--- src/rtl/instr_fetch_mem.sv ---
// Loadable instruction memory for the fetch stage: program load port, registered 1-cycle fetch with stall/flush.
// Optional build macro IMEM_PARITY_EN adds a stored even-parity bit per word and a sticky parity_err flag.
module instr_fetch_mem #(
    parameter int              INSTR_W  = 9,
    parameter int              OPC_W    = 5,
    parameter int              ADDR_W   = 16,
    parameter int              DEPTH    = 64,
    parameter logic [OPC_W-1:0] HALT_OPC = 5'b11010
) (
    input  logic               clk,
    input  logic               rst_n,
    input  logic [ADDR_W-1:0]  pc,
    input  logic               fetch_en,
    input  logic               flush,
    output logic [INSTR_W-1:0] instr,
    output logic               instr_valid,
    input  logic               load_start,
    input  logic               load_we,
    input  logic [ADDR_W-1:0]  load_addr,
    input  logic [INSTR_W-1:0] load_data,
    input  logic               load_end,
    output logic [ADDR_W-1:0]  prog_len,
    output logic               ready,
    output logic               parity_err
);

    localparam int IDX_W = (DEPTH > 1) ? $clog2(DEPTH) : 1;
    localparam logic [ADDR_W-1:0]  DEPTH_A   = ADDR_W'(DEPTH);
    localparam logic [INSTR_W-1:0] HALT_WORD = {HALT_OPC, {(INSTR_W-OPC_W){1'b0}}};

`ifdef IMEM_PARITY_EN
    localparam int MEM_W = INSTR_W + 1;
`else
    localparam int MEM_W = INSTR_W;
`endif

    typedef enum logic [1:0] {
        S_EMPTY,
        S_LOAD,
        S_READY
    } state_t;

    state_t             state;
    logic [MEM_W-1:0]   mem [DEPTH];
    logic [MEM_W-1:0]   wr_word;
    logic [MEM_W-1:0]   rd_word;
    logic               mem_we;
    logic               pc_hit;
    logic               par_bad;
    logic               fetch_go;
    logic [INSTR_W-1:0] fetch_word;

    assign mem_we  = (state == S_LOAD) && load_we && (load_addr < DEPTH_A);
    assign rd_word = mem[pc[IDX_W-1:0]];
    // prog_len never exceeds DEPTH, so a hit also guarantees the index bits address a stored word.
    assign pc_hit  = (pc < prog_len);

`ifdef IMEM_PARITY_EN
    assign wr_word = {^load_data, load_data};
    assign par_bad = pc_hit && (^rd_word);
`else
    assign wr_word = load_data;
    assign par_bad = 1'b0;
    assign parity_err = 1'b0;
`endif

    assign fetch_go   = (state == S_READY) && !load_start && !flush && fetch_en;
    assign fetch_word = (pc_hit && !par_bad) ? rd_word[INSTR_W-1:0] : HALT_WORD;
    assign ready      = (state == S_READY);

    // NOTE: the storage array has no reset; its contents are unreachable until prog_len covers them.
    always_ff @(posedge clk) begin
        if (mem_we) begin
            mem[load_addr[IDX_W-1:0]] <= wr_word;
        end
    end

    // NOTE: all sequential state uses non-blocking assignments so every register samples pre-edge values.
    always_ff @(posedge clk or negedge rst_n) begin
        if (!rst_n) begin
            state       <= S_EMPTY;
            instr       <= '0;
            instr_valid <= 1'b0;
            prog_len    <= '0;
        end else begin
            case (state)
                S_EMPTY: begin
                    instr       <= HALT_WORD;
                    instr_valid <= 1'b0;
                    if (load_start) begin
                        state <= S_LOAD;
                    end
                end
                S_LOAD: begin
                    instr       <= HALT_WORD;
                    instr_valid <= 1'b0;
                    if (mem_we && (load_addr >= prog_len)) begin
                        prog_len <= load_addr + ADDR_W'(1);
                    end
                    if (load_end) begin
                        state <= S_READY;
                    end
                end
                S_READY: begin
                    if (load_start) begin
                        // Reload wins over a concurrent fetch; prog_len is kept so patching works.
                        state       <= S_LOAD;
                        instr       <= HALT_WORD;
                        instr_valid <= 1'b0;
                    end else if (flush) begin
                        instr       <= '0;
                        instr_valid <= 1'b0;
                    end else if (fetch_en) begin
                        instr       <= fetch_word;
                        instr_valid <= 1'b1;
                    end
                end
                default: begin
                    state       <= S_EMPTY;
                    instr       <= HALT_WORD;
                    instr_valid <= 1'b0;
                end
            endcase
        end
    end

`ifdef IMEM_PARITY_EN
    always_ff @(posedge clk or negedge rst_n) begin
        if (!rst_n) begin
            parity_err <= 1'b0;
        end else if (fetch_go && par_bad) begin
            parity_err <= 1'b1;
        end
    end
`else
    logic unused_fetch_go;
    assign unused_fetch_go = fetch_go;
`endif

endmodule

--- config.mk ---
export PLATFORM = sky130hd
export DESIGN_NAME = instr_fetch_mem
export DESIGN_NICKNAME = d
export VERILOG_FILES = /design/src/rtl/instr_fetch_mem.sv
export SDC_FILE = /design/constraint.sdc
export NUM_CORES = 1
export LEC_CHECK = 0
export ABC_AREA = 1
export CAP_MARGIN = 20
export CORE_ASPECT_RATIO = 1.5
export CORE_MARGIN = 2
export CORE_UTILIZATION = 42
export DETAILED_ROUTE_END_ITERATION = 16
export GPL_TIMING_DRIVEN = 1
export SKIP_LAST_GASP = 1
export SLEW_MARGIN = 30
export SYNTH_ARGS = -nofsm -noshare
export SYNTH_HDL_FRONTEND = slang
export SYNTH_SLANG_ARGS = --single-unit
--- constraint.sdc ---
create_clock -name clk -period 3.45 [get_ports clk]
set_clock_uncertainty 0.15 [all_clocks]
set_input_delay 0.8625 -clock clk [delete_from_list [all_inputs] [get_ports clk]]
set_output_delay 0.8625 -clock clk [all_outputs]
set_load 0.005 [all_outputs]
==> qor.log, run 1 <==
INFO  status         run_status=finished clean
INFO  timing         worst_pin_slew=828.6ps
INFO  detailed_routing routed_length_on_met3=4107um
INFO  floorplan      design.core.area=59870um2
INFO  setup_path     critical-path-slowest-cell=sky130_fd_sc_hd__or4_4
INFO  yosys          synthAdderAreaFrac=1.581%
INFO  global_route   grt_first_pass_wirelength=105700um
INFO  global_route   grt_start_max_net_pins=127
INFO  detailed_routing wirelength=72010um
INFO  cts            cts_inserted_buffers=51
INFO  power_and_ir_drop irDropWorstVdd=0.0004156V
INFO  detailed_routing total_via_count_after_detailed_routing=17.16k
INFO  power_and_ir_drop total_leakage_power=10.82nW
INFO  cts            post_cts_resized=0
INFO  layout         drive_gt1_share=10.11%
INFO  setup_path     rrSetupSlack=1220ps
INFO  setup_path     worstPathMaxFanout=9
INFO  timing         maxSlewViolCount=0
INFO  yosys          synth_warnings=0
INFO  layout         antenna_cells_inserted=0
INFO  floorplan      floorplan.rows=110
INFO  detailed_routing drt-met1-wl=26240um
INFO  yosys          main_combinational_cell_family_by_area_after_synthesis=simple AND/OR/NAND/NOR gates
INFO  cts            clock_path_buffers=3
INFO  timing         period_needed=2884ps
INFO  detailed_routing viasPerCell=5.434
INFO  detailed_routing first_iter_violations=1738
INFO  yosys          synth.top_cell.area_share=68.29%
INFO  timing         timing.slew.headroom=44.56%
INFO  power_and_ir_drop total_power=0.01487W
INFO  global_route   grt_pass1_vias=17.27k
INFO  timing         worst_hold_slack=359.3ps
INFO  setup_path     cpLargestDelayFamily=simple AND/OR/NAND/NOR gates
INFO  floorplan      dieHeight=304.8um
INFO  cts            tritoncts=built
INFO  layout         finalCoreUtilization=49.07%
INFO  yosys          synth.top_cells.by_count=687 x sky130_fd_sc_hd__nand2_1, 576 x sky130_fd_sc_hd__edfxtp_1, 565 x sky130_fd_sc_hd__nand3_1, 84 x sky130_fd_sc_hd__nor2_1, 68 x sky130_fd_sc_hd__buf_2
INFO  timing         finalCritPeriodShare=83.59%
INFO  yosys          synth_largest_area_cell=sky130_fd_sc_hd__edfxtp_1
INFO  detailed_routing route.detailed.drc=0
INFO  timing         achievable-frequency=0.3467GHz
INFO  setup_path     setup.worst_path.start_class=input port
INFO  timing         unrepaired_setup_endpoints_after_global_routing=false
INFO  placement      buffer_ports.inserted=74
INFO  setup_path     cp_data_required_time=3580ps
INFO  setup_path     critical_path.endpoint_type=flop
INFO  cts            numClockSinks=604
INFO  cts            cts_htree_levels=2
INFO  floorplan      floorplan.initialDensity=42.31%
INFO  layout         synthToLayoutAreaGrowth=15.98%
INFO  yosys          synth-seq-area-share=71.06%
INFO  yosys          synth.cell_area=25330um2
INFO  global_route   number_of_antenna_violations_at_the_first_check_in_global_routing=1
INFO  setup_path     cp_data_arrival_time=3020ps
INFO  yosys          post_synth_num_cell_types=34
INFO  floorplan      fp.dieW=204.5um
INFO  cts            clockRootBuffer=sky130_fd_sc_hd__clkbuf_16
INFO  yosys          synth.area.top_cells=sky130_fd_sc_hd__edfxtp_1 68%, sky130_fd_sc_hd__nand3_1 11%, sky130_fd_sc_hd__nand2_1 10%, sky130_fd_sc_hd__dfrtp_1 2.8%, sky130_fd_sc_hd__ha_1 1.6%
INFO  placement      finalWeightedCongestion=0.9180
INFO  yosys          synthXorXnorAreaFrac=0.1383%
INFO  yosys          compound_gate_portion_of_the_synthesized_area=0.6274%
INFO  setup_path     timing.critical_path.cells=clkdlybuf4s50_1, or4_4, nor2_4, nand2_4, nor2_8, nand3_4, nor2_1, buf_4
INFO  cts            cts.clk_slew.worst_paths=60ps
INFO  global_route   residual_overflow_from_global_routing=0
INFO  setup_path     reg2reg_depth=8
INFO  cts            worstSkewPairLatency=590ps
INFO  yosys          synthesis.area_per_instance=11.53um2
INFO  setup_path     cp_num_buf_inv=2
INFO  yosys          dominantRegCellSynth=sky130_fd_sc_hd__edfxtp_1
INFO  timing         finalSetupViolations=0
INFO  detailed_routing postRouteAntennaNets=0
INFO  power_and_ir_drop powerDensity=506.0nW/um2
INFO  setup_path     critPathKind=input port to flop
INFO  setup_path     path_depth=8
INFO  yosys          synth.mux.area_fraction=0%
INFO  detailed_routing detail_route.wl_per_cell=22.80um
INFO  cts            post_cts.repair.setup_buffers=0
INFO  yosys          yosys.cell_count.top_type=sky130_fd_sc_hd__nand2_1
INFO  yosys          synth_edf_count=576
INFO  yosys          synth_simple_gate_area_share=23.63%
INFO  global_route   gr-usage-all-layers=23.09%
INFO  yosys          ys_async_sr_fraction=4.636%
INFO  floorplan      floorplan.die_area=62320um2
INFO  detailed_routing routed-wl-met2=36670um
INFO  layout         layout.nets=2413
INFO  setup_path     delay_of_the_slowest_cell_on_the_worst_path=530ps
INFO  placement      dp_hpwl=47160um
INFO  yosys          synth.ff_latch_count=604
INFO  cts            ctsHoldBuffers=0
INFO  min_path       min_delay_path_depth=2
INFO  detailed_routing drtPass1Iterations=5
INFO  yosys          synthesis.instances=2196
INFO  timing         final_hold_viol_count=0
INFO  min_path       hold_crit_class=flop to flop
INFO  detailed_routing top_layer=met5
INFO  yosys          synth_fp_nets=2276
INFO  run            drv.max_cap_violation_count=0
INFO  floorplan      design.portCount=76
worst reg2reg max path, cell delays in order (launching register included):
cell,delay (ps)
sky130_fd_sc_hd__dfrtp_1,360
sky130_fd_sc_hd__inv_1,100
sky130_fd_sc_hd__nand2_1,120
sky130_fd_sc_hd__nor2_4,140
sky130_fd_sc_hd__nand2_4,120
sky130_fd_sc_hd__nor2_8,190
sky130_fd_sc_hd__nand3_4,270
sky130_fd_sc_hd__nor2_1,270
sky130_fd_sc_hd__buf_4,220
metrics by stage:
stage	cells	instance area (um2)	worst slack, ps	setup TNS, ps
final	3158	29380	566.0	0
after global routing	3158	29380	495.5	0
after CTS	3158	29380	564.5	0
after detailed placement	3064	27710	-41.87	-375.4
after global placement	3064	27710	-19.23	-172.4
after floorplan	2196	25330	606.7	0
placed cells by master, fill, tap and decap left out, drive strengths merged:
cell           instances
dfrtp                 28
o21ai                  6
inv                   39
nor2                  88
nor3                   4
nand2                690
nand3                571
o21a                   1
or4                    1
ha                    32
clkdlybuf4s50         62
edfxtp               576
clkinvlp               2
xor2                   4
bufinv                 5
clkinv                22
buf                  144
a21oi                 20
o31ai                  1
o22ai                  1
clkbuf                69
and3b                  1
conb                   1
o211ai                 1
nor4                   3
or2                    2
metal layers:
metal	GRT usage, %	up-vias
met5	0	-
met4	14.49	2
met1	26.32	8286
met2	40.91	681
met3	2.673	201
li1	-	7989
registers in the layout (all words and copies together), names as in the netlist:
register / count
instr_valid: 1
prog_len: 16
state: 2
instr: 9
mem: 576
worst paths after layout:
check                                        start                      end
setup / recovery                      load_addr[8]     mem[58][1]$_DFFE_PP_
max in group asynchronous                    rst_n  prog_len[9]$_DFFE_PN0P_
hold / removal             prog_len[3]$_DFFE_PN0P_  prog_len[3]$_DFFE_PN0P_
setup reg to reg              state[1]$_DFFE_PN0P_     mem[58][1]$_DFFE_PP_
hold reg to reg            prog_len[3]$_DFFE_PN0P_  prog_len[3]$_DFFE_PN0P_
min in group asynchronous                    rst_n  prog_len[2]$_DFFE_PN0P_
layout make-up:
type | count | area [um2]
Fill cell | 5290 | 30490
Sequential cell | 604 | 18000
Multi-Input combinational cell | 1427 | 6583
Timing Repair Buffer | 207 | 1978
Clock buffer | 68 | 1403
Tap cell | 784 | 980.9
Clock inverter | 26 | 266.5
Inverter | 42 | 167.7
cell families (layout without fill, tap and decap cells):
logic type                 Yosys count  in the layout
and+or+nand+nor                   1360           1360
buffers and inverters              165            343
DFF                                604            604
AOI/OAI and AO/OA                   30             30
other                                1              1
xor gates and xnor gates             4              4
adders and majority gates           32             32
power by group:
part	internal [W]	switching, W
combinational	0.000307	0.000746
clock	0.00324	0.00254
sequential	0.00803	0.00000796
(Power assumes the default switching activity.)
==> run 2, diff against run 1 <==
==> constraint.sdc (replaced) <==
create_clock -name clk -period 2.32 [get_ports clk]
set_clock_uncertainty 0.15 [all_clocks]
set_input_delay 0.58 -clock clk [delete_from_list [all_inputs] [get_ports clk]]
set_output_delay 0.58 -clock clk [all_outputs]
set_load 0.005 [all_outputs]
==> qor.log, run 2 (synthesized netlist as in run 1, its figures left out) <==
INFO  status         run_status=finished clean [unchanged]
INFO  layout         fin_area=31010um2 [was 29380 um2]
INFO  layout         synthToLayoutAreaGrowth=22.43% [was 15.98%]
INFO  timing         worst_hold_slack=243.1ps [was 359.3 ps]
INFO  timing         timing.slew.headroom=65.00% [was 44.56%]
INFO  placement      dp_hpwl=51460um [was 47160 um]
INFO  placement      place.detailed.instances=3149 [was 3064]
INFO  setup_path     setup.worst_path.start_class=input port [unchanged]
INFO  cts            clock_path_buffers=3 [unchanged]
INFO  global_route   residual_overflow_from_global_routing=0 [unchanged]
INFO  cts            cts_htree_levels=2 [unchanged]
INFO  timing         finalSetupViolations=0 [unchanged]
INFO  layout         layout.nets=2517 [was 2413]
INFO  detailed_routing drt-met1-wl=27050um [was 26240 um]
INFO  detailed_routing route.detailed.drc=0 [unchanged]
INFO  power_and_ir_drop irDropWorstVdd=0.0005032V [was 0.0004156 V]
INFO  global_route   gr-usage-all-layers=24.16% [was 23.09%]
INFO  setup_path     critical_path.endpoint_type=flop [unchanged]
INFO  detailed_routing routed-wl-met2=40910um [was 36670 um]
INFO  floorplan      design.core.area=59870um2 [unchanged]
INFO  floorplan      dieHeight=304.8um [unchanged]
INFO  min_path       hold_crit_class=input port to flop [was flop to flop]
INFO  global_route   number_of_antenna_violations_at_the_first_check_in_global_routing=0 [was 1]
INFO  layout         finalCoreUtilization=51.80% [was 49.07%]
INFO  global_route   grt_pass1_vias=17.87k [was 17.27k]
INFO  run            drv.max_cap_violation_count=0 [unchanged]
INFO  cts            numClockSinks=604 [unchanged]
INFO  timing         setup_tns=0ps [unchanged]
INFO  timing         unrepaired_setup_endpoints_after_global_routing=true [was false]
INFO  layout         fin_cells=3265 [was 3158]
INFO  placement      finalWeightedCongestion=0.9702 [was 0.9180]
INFO  global_route   grt_first_pass_wirelength=109700um [was 105700 um]
INFO  placement      buffer_ports.inserted=74 [unchanged]
INFO  setup_path     cp_data_required_time=2480ps [was 3580 ps]
INFO  power_and_ir_drop total_leakage_power=11.56nW [was 10.82 nW]
INFO  setup_path     worstPathMaxFanout=5 [was 9]
INFO  setup_path     critPathKind=input port to flop [unchanged]
INFO  timing         worst_pin_slew=525.0ps [was 828.6 ps]
INFO  timing         finalCritPeriodShare=99.48%
INFO  floorplan      floorplan.die_area=62320um2 [unchanged]
INFO  detailed_routing postRouteAntennaNets=0 [unchanged]
INFO  detailed_routing routed_length_on_met3=3557um [was 4107 um]
INFO  timing         achievable-frequency=0.4333GHz
INFO  cts            cts.clk_slew.worst_paths=70ps [was 60 ps]
INFO  setup_path     cp_data_arrival_time=2470ps [was 3020 ps]
INFO  timing         maxSlewViolCount=0 [unchanged]
INFO  floorplan      fp.dieW=204.5um [unchanged]
INFO  layout         drive_gt1_share=16.61% [was 10.11%]
INFO  cts            tritoncts=built [unchanged]
INFO  placement      dpl-instance-area=28820um2 [was 27710 um2]
INFO  timing         final_hold_viol_count=0 [unchanged]
INFO  power_and_ir_drop powerDensity=741.2nW/um2 [was 506.0 nW/um2]
INFO  cts            clockRootBuffer=sky130_fd_sc_hd__clkbuf_16 [unchanged]
INFO  timing         period_needed=2308ps
INFO  floorplan      floorplan.rows=110 [unchanged]
INFO  global_route   grt_start_max_net_pins=75 [was 127]
INFO  detailed_routing first_iter_violations=1925 [was 1738]
INFO  cts            worstSkewPairLatency=610ps [was 590 ps]
INFO  layout         largest_register_ffs=576 [unchanged]
INFO  detailed_routing top_layer=met4 [was met5]
INFO  layout         antenna_cells_inserted=0 [unchanged]
INFO  detailed_routing viasPerCell=5.413 [was 5.434]
INFO  detailed_routing wirelength=74960um [was 72010 um]
INFO  detailed_routing total_via_count_after_detailed_routing=17.67k [was 17.16k]
INFO  detailed_routing drtPass1Iterations=8 [was 5]
INFO  layout         mostFrequentLayoutCell=sky130_fd_sc_hd__nand2_1 [unchanged]
INFO  floorplan      floorplan.initialDensity=42.31% [unchanged]
INFO  cts            cts_inserted_buffers=52 [was 51]
INFO  layout         commonest_non_fill_non_tap_cells_in_the_layout=685 x sky130_fd_sc_hd__nand2_1, 576 x sky130_fd_sc_hd__edfxtp_1, 565 x sky130_fd_sc_hd__nand3_1, 150 x sky130_fd_sc_hd__buf_4, 56 x sky130_fd_sc_hd__clkdlybuf4s50_1 [was 687 x sky130_fd_sc_hd__nand2_1, 576 x sky130_fd_sc_hd__edfxtp_1, 565 x sky130_fd_sc_hd__nand3_1, 111 x sky130_fd_sc_hd__buf_4, 84 x sky130_fd_sc_hd__nor2_1]
INFO  floorplan      design.portCount=76 [unchanged]
INFO  detailed_routing detail_route.wl_per_cell=22.96um [was 22.80 um]
==> run 2: changes by cell type in the layout (fill, tap and decap cells not counted), moves of 3 or more <==
cell / change
sky130_fd_sc_hd__buf_12: +28
sky130_fd_sc_hd__buf_2: +4
sky130_fd_sc_hd__buf_4: +39
sky130_fd_sc_hd__buf_6: +29
sky130_fd_sc_hd__bufinv_16: +4
sky130_fd_sc_hd__clkbuf_1: -4
sky130_fd_sc_hd__clkdlybuf4s50_1: -6
sky130_fd_sc_hd__clkinv_1: -4
sky130_fd_sc_hd__clkinvlp_4: +3
sky130_fd_sc_hd__dlygate4sd2_1: +4
sky130_fd_sc_hd__inv_6: +5
sky130_fd_sc_hd__nor2_1: -53
sky130_fd_sc_hd__nor2_2: +38
sky130_fd_sc_hd__nor2_4: +18
==> run 2: cell type report <==
| cell class | count | area, um2 |
|---|---|---|
| clock buffers | 66 | 1415 |
| clock inverters | 32 | 420.4 |
| fillers | 5115 | 28860 |
| inverters | 42 | 167.7 |
| multi-input cells | 1430 | 6853 |
| flip-flops and latches | 604 | 18000 |
| well taps | 784 | 980.9 |
| repair buffers | 307 | 3176 |
==> run 2: where the power goes <==
part,internal [W],switching [W]
Sequential,0.0119,0.0000103
Clock,0.00536,0.00392
Combinational,0.000574,0.00119
==> run 2: per-stage QoR <==
step	worst slack, ps	power [W]
detailed placement	-787.3	0.01393
CTS	1.521	0.02310
finish	12.02	0.02299
global route	-36.81	0.02364
floorplan	-216.4	0.01296
global placement	-765.9	0.01392
==> run 2: path summary, 6_finish.rpt <==
check / from / end / slack [ps] / depth (start not counted)
setup / recovery: load_addr[10] / mem[50][0]$_DFFE_PP_ / 10 / 10
hold / removal: load_data[0] / mem[61][0]$_DFFE_PP_ / 240 / 1
setup reg to reg: prog_len[15]$_DFFE_PN0P_ / instr[8]$_DFFE_PN0P_ / 160 / 13
hold reg to reg: instr[1]$_DFFE_PN0P_ / instr[1]$_DFFE_PN0P_ / 340 / 2
max in group asynchronous: rst_n / instr[0]$_DFFE_PN0P_ / 1220 / 3
min in group asynchronous: rst_n / prog_len[2]$_DFFE_PN0P_ / 410 / 3
==> run 2: routing by layer <==
layer	track usage, %	vias to the layer above
li1	-	8240
met1	26.90	8614
met2	45.71	635
met3	2.342	184
met4	11.21	0
met5	0	-
==> run 2: repair_timing <==
action | 4_1_cts | 5_1_grt
endpoints found under the setup margin | 247 | 441
hold buffers | 1 | 0
buffers inserted | 0 | 3
gates resized for setup | 11 | 54
gates cloned | 1 | 13
pin swaps | 6 | 10
endpoints found under the hold margin | 28 | 0
==> run 2: critical path, cell delays in order <==
cell and delay [ps]:
sky130_fd_sc_hd__clkdlybuf4s50_1 420, sky130_fd_sc_hd__or4_4 430, sky130_fd_sc_hd__nor2_4 140, sky130_fd_sc_hd__nand2_4 110, sky130_fd_sc_hd__nor2_8 130, sky130_fd_sc_hd__buf_12 130
sky130_fd_sc_hd__nand3_4 90, sky130_fd_sc_hd__buf_12 170, sky130_fd_sc_hd__nor2_4 110, sky130_fd_sc_hd__buf_6 140
